**src/rtl/register_file_mp_if.sv**
```systemverilog
// Bus bundle for register_file_mp: read ports, write ports, reservation,
// flush and the registered busy vector.
interface register_file_mp_if #(
  parameter int ARCH_LEN     = 32,
  parameter int REG_FILE_LEN = 32,
  parameter int NUM_RD       = 2,
  parameter int NUM_WR       = 1
);
  localparam int AW = $clog2(REG_FILE_LEN);

  logic [NUM_RD-1:0][AW-1:0]       rd_addr;
  logic [NUM_RD-1:0][ARCH_LEN-1:0] rd_data;
  logic [NUM_RD-1:0]               rd_busy;
  logic [NUM_WR-1:0]               wr_en;
  logic [NUM_WR-1:0][AW-1:0]       wr_addr;
  logic [NUM_WR-1:0][ARCH_LEN-1:0] wr_data;
  logic                            rsv_en;
  logic [AW-1:0]                   rsv_addr;
  logic                            flush;
  logic [REG_FILE_LEN-1:0]         busy_vec;

  modport master (
    output rd_addr, wr_en, wr_addr, wr_data, rsv_en, rsv_addr, flush,
    input  rd_data, rd_busy, busy_vec
  );

  modport slave (
    input  rd_addr, wr_en, wr_addr, wr_data, rsv_en, rsv_addr, flush,
    output rd_data, rd_busy, busy_vec
  );
endinterface

```
**src/rtl/register_file_mp.sv**
```systemverilog
// register_file_mp: multi-port integer register file with a per-register
// pending-write (busy) bit. Register 0 is hardwired to zero and never busy.
module register_file_mp #(
  parameter int ARCH_LEN     = 32,
  parameter int REG_FILE_LEN = 32,
  parameter int NUM_RD       = 2,
  parameter int NUM_WR       = 1,
  parameter int BYPASS       = 1
) (
  input logic               clk,
  input logic               rst,
  register_file_mp_if.slave bus
);
  localparam int AW = $clog2(REG_FILE_LEN);

  logic [ARCH_LEN-1:0]     regs [1:REG_FILE_LEN-1];
  logic [REG_FILE_LEN-1:0] busy;
  logic [REG_FILE_LEN-1:0] busy_nxt;

  // Next busy state: release on write, a new reservation overrides the release,
  // flush overrides everything; register 0 is forced idle.
  always_comb begin
    busy_nxt = busy;
    for (int p = 0; p < NUM_WR; p++) begin
      if (bus.wr_en[p]) busy_nxt[bus.wr_addr[p]] = 1'b0;
    end
    if (bus.rsv_en) busy_nxt[bus.rsv_addr] = 1'b1;
    if (bus.flush) busy_nxt = '0;
    busy_nxt[0] = 1'b0;
  end

  // Busy scoreboard register.
  always_ff @(posedge clk or negedge rst) begin
    if (!rst) busy <= '0;
    else      busy <= busy_nxt;
  end

  // Data storage: later ports overwrite earlier ones, so the highest-indexed writer wins.
  always_ff @(posedge clk or negedge rst) begin
    if (!rst) begin
      for (int r = 1; r < REG_FILE_LEN; r++) regs[r] <= '0;
    end else begin
      for (int p = 0; p < NUM_WR; p++) begin
        if (bus.wr_en[p] && (bus.wr_addr[p] != '0)) regs[bus.wr_addr[p]] <= bus.wr_data[p];
      end
    end
  end

  // Combinational read ports, optionally forwarding same-cycle write data and busy release.
  always_comb begin
    bus.rd_data = '0;
    bus.rd_busy = '0;
    for (int k = 0; k < NUM_RD; k++) begin
      logic [AW-1:0]       a;
      logic                hit;
      logic [ARCH_LEN-1:0] d;
      a   = bus.rd_addr[k];
      hit = 1'b0;
      d   = '0;
      if (a != '0) begin
        d = regs[a];
        if (BYPASS != 0) begin
          for (int p = 0; p < NUM_WR; p++) begin
            if (bus.wr_en[p] && (bus.wr_addr[p] == a)) begin
              hit = 1'b1;
              d   = bus.wr_data[p];
            end
          end
        end
      end
      bus.rd_data[k] = d;
      bus.rd_busy[k] = busy[a] && !hit;
    end
  end

  assign bus.busy_vec = busy;
endmodule

```
**src/flat_wrapper.sv**
```systemverilog
// flat-port wrapper written by rule: the top's interface ports become plain ports
module register_file_mp_flat 
#(
  parameter int ARCH_LEN     = 32,
  parameter int REG_FILE_LEN = 32,
  parameter int NUM_RD       = 2,
  parameter int NUM_WR       = 1,
  parameter int BYPASS       = 1
)
  (clk, rst, bus_rd_addr, bus_wr_en, bus_wr_addr, bus_wr_data, bus_rsv_en, bus_rsv_addr, bus_flush, bus_rd_data, bus_rd_busy, bus_busy_vec);
  register_file_mp_if #(.ARCH_LEN(ARCH_LEN), .REG_FILE_LEN(REG_FILE_LEN), .NUM_RD(NUM_RD), .NUM_WR(NUM_WR)) bus_i ();
  input logic clk;
  input logic rst;
  input wire logic [$bits(bus_i.rd_addr)-1:0] bus_rd_addr;
  input wire logic [$bits(bus_i.wr_en)-1:0] bus_wr_en;
  input wire logic [$bits(bus_i.wr_addr)-1:0] bus_wr_addr;
  input wire logic [$bits(bus_i.wr_data)-1:0] bus_wr_data;
  input wire logic [$bits(bus_i.rsv_en)-1:0] bus_rsv_en;
  input wire logic [$bits(bus_i.rsv_addr)-1:0] bus_rsv_addr;
  input wire logic [$bits(bus_i.flush)-1:0] bus_flush;
  output wire logic [$bits(bus_i.rd_data)-1:0] bus_rd_data;
  output wire logic [$bits(bus_i.rd_busy)-1:0] bus_rd_busy;
  output wire logic [$bits(bus_i.busy_vec)-1:0] bus_busy_vec;
  assign bus_i.rd_addr = bus_rd_addr;
  assign bus_i.wr_en = bus_wr_en;
  assign bus_i.wr_addr = bus_wr_addr;
  assign bus_i.wr_data = bus_wr_data;
  assign bus_i.rsv_en = bus_rsv_en;
  assign bus_i.rsv_addr = bus_rsv_addr;
  assign bus_i.flush = bus_flush;
  assign bus_rd_data = bus_i.rd_data;
  assign bus_rd_busy = bus_i.rd_busy;
  assign bus_busy_vec = bus_i.busy_vec;
  register_file_mp #(.ARCH_LEN(ARCH_LEN), .REG_FILE_LEN(REG_FILE_LEN), .NUM_RD(NUM_RD), .NUM_WR(NUM_WR), .BYPASS(BYPASS)) u_core (.clk(clk), .rst(rst), .bus(bus_i));
endmodule
```
**config.mk**
```make
export PLATFORM = sky130hd
export DESIGN_NAME = register_file_mp_flat
export DESIGN_NICKNAME = d
export VERILOG_FILES = /design/src/rtl/register_file_mp_if.sv /design/src/rtl/register_file_mp.sv /design/src/flat_wrapper.sv
export SDC_FILE = /design/constraint.sdc
export NUM_CORES = 2
export LEC_CHECK = 0
export ABC_CLOCK_PERIOD_IN_PS = 4800
export BUFFER_PORTS_ARGS = -buffer_cell sky130_fd_sc_hd__buf_2
export CAP_MARGIN = 15
export CORE_MARGIN = 1
export CORE_UTILIZATION = 65
export DETAILED_ROUTE_END_ITERATION = 10
export GPL_ROUTABILITY_DRIVEN = 0
export MAX_ROUTING_LAYER = met4
export PLACE_DENSITY = 0.93
export SYNTH_ARGS = -nofsm -noshare
export SYNTH_HDL_FRONTEND = slang
export SYNTH_SLANG_ARGS = --single-unit
```
**constraint.sdc**
```tcl
create_clock -name clk -period 4.8 [get_ports clk]
set_input_delay 0.24 -clock clk [delete_from_list [all_inputs] [get_ports clk]]
set_output_delay 0.24 -clock clk [all_outputs]
set_load 0.1 [all_outputs]
```
==> metrics <==
Reg clk slew, reported paths around 60 ps; outcome complete, no violations; worst clock skew 0 ps; final period utilization 84.7%; Total GRT Usage between 40% and 50%; CTS resizes 0; Yosys reg bits 1023; fin worst setup slack 735 ps; DRC viols 0; worst-margin pin slew 1350 ps; # setup viols final 0; P_leak 26.7 nW; leading area contributor after synthesis dfrtp_1; RSZ-0062 raised after global routing no; Nets 4085; via/cell ratio roughly 7.9; layout cells sized above 1 43.7%; CTS Buffer Depth 3; top cell type's share of synthesized area 45.9%; DR vias 41820; clock latency on the worst-skew pair 680 ps; total congestion overflow 0; CTS H-tree depth 3; Top Ports 155; post-CTS setup buffers 0; register area 25600 um^2; area of the die 87000 um^2; Area after DPL 57300 um^2; yosys warns 0; initial antenna violation count 10; first-pass GRT wire length 273 mm; WS Path Type in2out; Crit. End Element primary output; Critical Path RT 4560 ps; Post-DRT Antenna Nets 0; TNS Setup 0 ps; FMAX 0.246 GHz; total CTS buffers 103; Worst VDD drop 409 uV; Syn Nets 4159; die height 295 um; top_reg_cell synth dfrtp_1; CTS tree done; Synth area leaders dfrtp_1, mux2_2, mux4_2; number of enable flip-flop cells after synthesis 0; minimum clock period roughly 4000 ps; DRT iter0 DRCs 6613; Final Routed Wirelength between 150 and 200 mm; Initial Util 65.5%; Core ar. between 80000 and 90000 um^2; Detailed Place HPWL 101 mm; fin util 71.3%; First-pass DRT Iterations 9; asr flop ratio synth between 90% and 100%; Multi-input gate area 28500 um^2; root buffer cell clkbuf_16; FP Rows 107; CP startpoint kind primary input; Syn Inst Count 4102; Worst Path Arrival 3820 ps; area of the mapped netlist 55800 um^2; largest net degree at the start of global routing 176; Hold Path Class in2reg; max-slew violation count 0; Slew headroom 9.50%; synth-to-layout area growth 8.79%; cell area power density 426 nW/um^2; Fill cells a little under 5000; Netlist cell types 52; vias in the first global route 43221; Design Area, Final 60700 um^2; Crit Path Max Fanout 52; IO buf count 153; Post-Syn Area per Cell 13.6 um^2; Die X between 200 and 300 um; drt wl/cell 34.6 um; Clock Sinks 1023; sequential-to-total area share from yosys stat between 40 and 50%; Non-Filler Instances 5265; MaxCap Viol Count 0; Place WS just under 900 ps; cell count after placement 5064; final hold viol count 0
cell families (layout without fill, tap and decap cells):
family	Yosys count	in the layout	share of synthesized area (%)
flip-flops	1023	1023	45.9
AO/OA/AOI/OAI	536	536	6.29
XOR/XNOR	10	10	0.157
multiplexers	1783	1783	41.8
buffers and inverters	433	441	3.45
AND/OR/NAND/NOR	316	316	2.39
other	1	12	0.00672
cells in the final DEF (no fill, tap or decap), drive strengths merged, types with 3 or more instances in the layout:
master | synthesis | routed
a211oi | 35 | 35
a21oi | 145 | 145
a22oi | 15 | 15
a31oi | 33 | 33
a32o | 63 | 63
and3 | 3 | 3
and3b | 4 | 4
buf | 233 | 248
bufinv | 0 | 4
clkbuf | 198 | 161
clkinv | 0 | 20
dfrtp | 1023 | 1023
diode | 0 | 11
inv | 2 | 5
mux2 | 1029 | 1029
mux2i | 419 | 419
mux4 | 335 | 335
nand2 | 130 | 130
nand2b | 4 | 4
nand3 | 5 | 5
nand3b | 4 | 4
nor2 | 136 | 136
nor2b | 3 | 3
nor3 | 7 | 7
nor3b | 8 | 8
o21ai | 110 | 110
o221ai | 31 | 31
o22ai | 64 | 64
o31a | 32 | 32
xnor2 | 4 | 4
xor2 | 6 | 6
final timing paths:
path                                                   from                                end  slack, ps  cells past startpoint
setup / recovery                             bus_rd_addr[6]                     bus_rd_busy[1]        740                      9
hold / removal                              bus_rsv_addr[2]  u_core.bus.busy_vec[26]$_DFF_PN0_         30                      4
setup reg to reg           u_core.bus.busy_vec[2]$_DFF_PN0_   u_core.bus.busy_vec[2]$_DFF_PN0_       3830                      2
hold reg to reg                u_core.regs[100]$_DFFE_PN0P_       u_core.regs[100]$_DFFE_PN0P_        510                      1
max in group asynchronous                               rst       u_core.regs[208]$_DFFE_PN0P_       3230                      3
min in group asynchronous                               rst  u_core.bus.busy_vec[23]$_DFF_PN0_        140                      2
power by group:
part           leakage, nW  internal [W]  switching [W]  total, W
clock                 1.66       0.00463        0.00355   0.00818
sequential            13.1        0.0103        0.00144    0.0117
combinational         12.0       0.00292        0.00305   0.00597
total                 26.7        0.0178        0.00804    0.0259
metal layers:
metal  up-vias  wire length [um]  share of wire [%]  GRT usage (%)
met4         0             16600                9.1           32.5
met1     20961             58900                 32           51.3
met5         -                 0                  0              -
met2      4016             80600                 44           61.8
li1      15472                 -                  -              -
met3      1371             26300                 14           16.1
state kept, by name, indices dropped and copies added (netlist names):
name / cells
u_core.bus.busy_vec: 31
u_core.regs: 992
Yosys cell counts (all sizes together) (2+ instances only):
cell type	number
nor3	7
a31oi	33
nand3	5
nor3b	8
inv	2
or2	2
o21ai	110
xnor2	4
buf	233
nor4	2
o221ai	31
o22ai	64
nor2	136
o31a	32
and3b	4
mux2i	419
mux4	335
and2	2
mux2	1029
xor2	6
nand2b	4
a221oi	2
a22oi	15
a32o	63
and3	3
clkbuf	198
o31ai	2
dfrtp	1023
or3	2
or3b	2
nand2	130
nor2b	3
nand3b	4
a21oi	145
a211oi	35
layout make-up:
type | instances | area share, %
Clock buffer | 158 | 5.09
Timing Repair Buffer | 252 | 2.89
Multi-Input combinational cell | 2646 | 47.0
Inverter | 2 | 0.0124
Sequential cell | 1023 | 42.2
Antenna cell | 11 | 0.0454
Clock inverter | 29 | 0.449
Tap cell | 1144 | 2.36
worst max-delay path, stage by stage:
cell	delay [ps]
clkbuf_8	420
buf_4	630
buf_4	380
mux2_2	500
a221oi_1	790
nor3_1	110
a211oi_1	280
nor3_1	110
buf_2	330
timing repair:
item | in CTS | in global routing
endpoints found under the hold margin | 69 | 0
hold buffers | 1 | 0
setup endpoints to repair | 0 | 0
stage by stage:
| step | power, W | hold WS, ps |
|---|---|---|
| 2_1_floorplan | 0.0157 | -55.6 |
| 3_3_place_gp | 0.0169 | 276 |
| 3_5_place_dp | 0.0174 | 273 |
| 4_1_cts | 0.0256 | 5.49 |
| 5_1_grt | 0.0265 | 61.2 |
| 6_report | 0.0259 | 30.6 |
(Power assumes the default switching activity.)
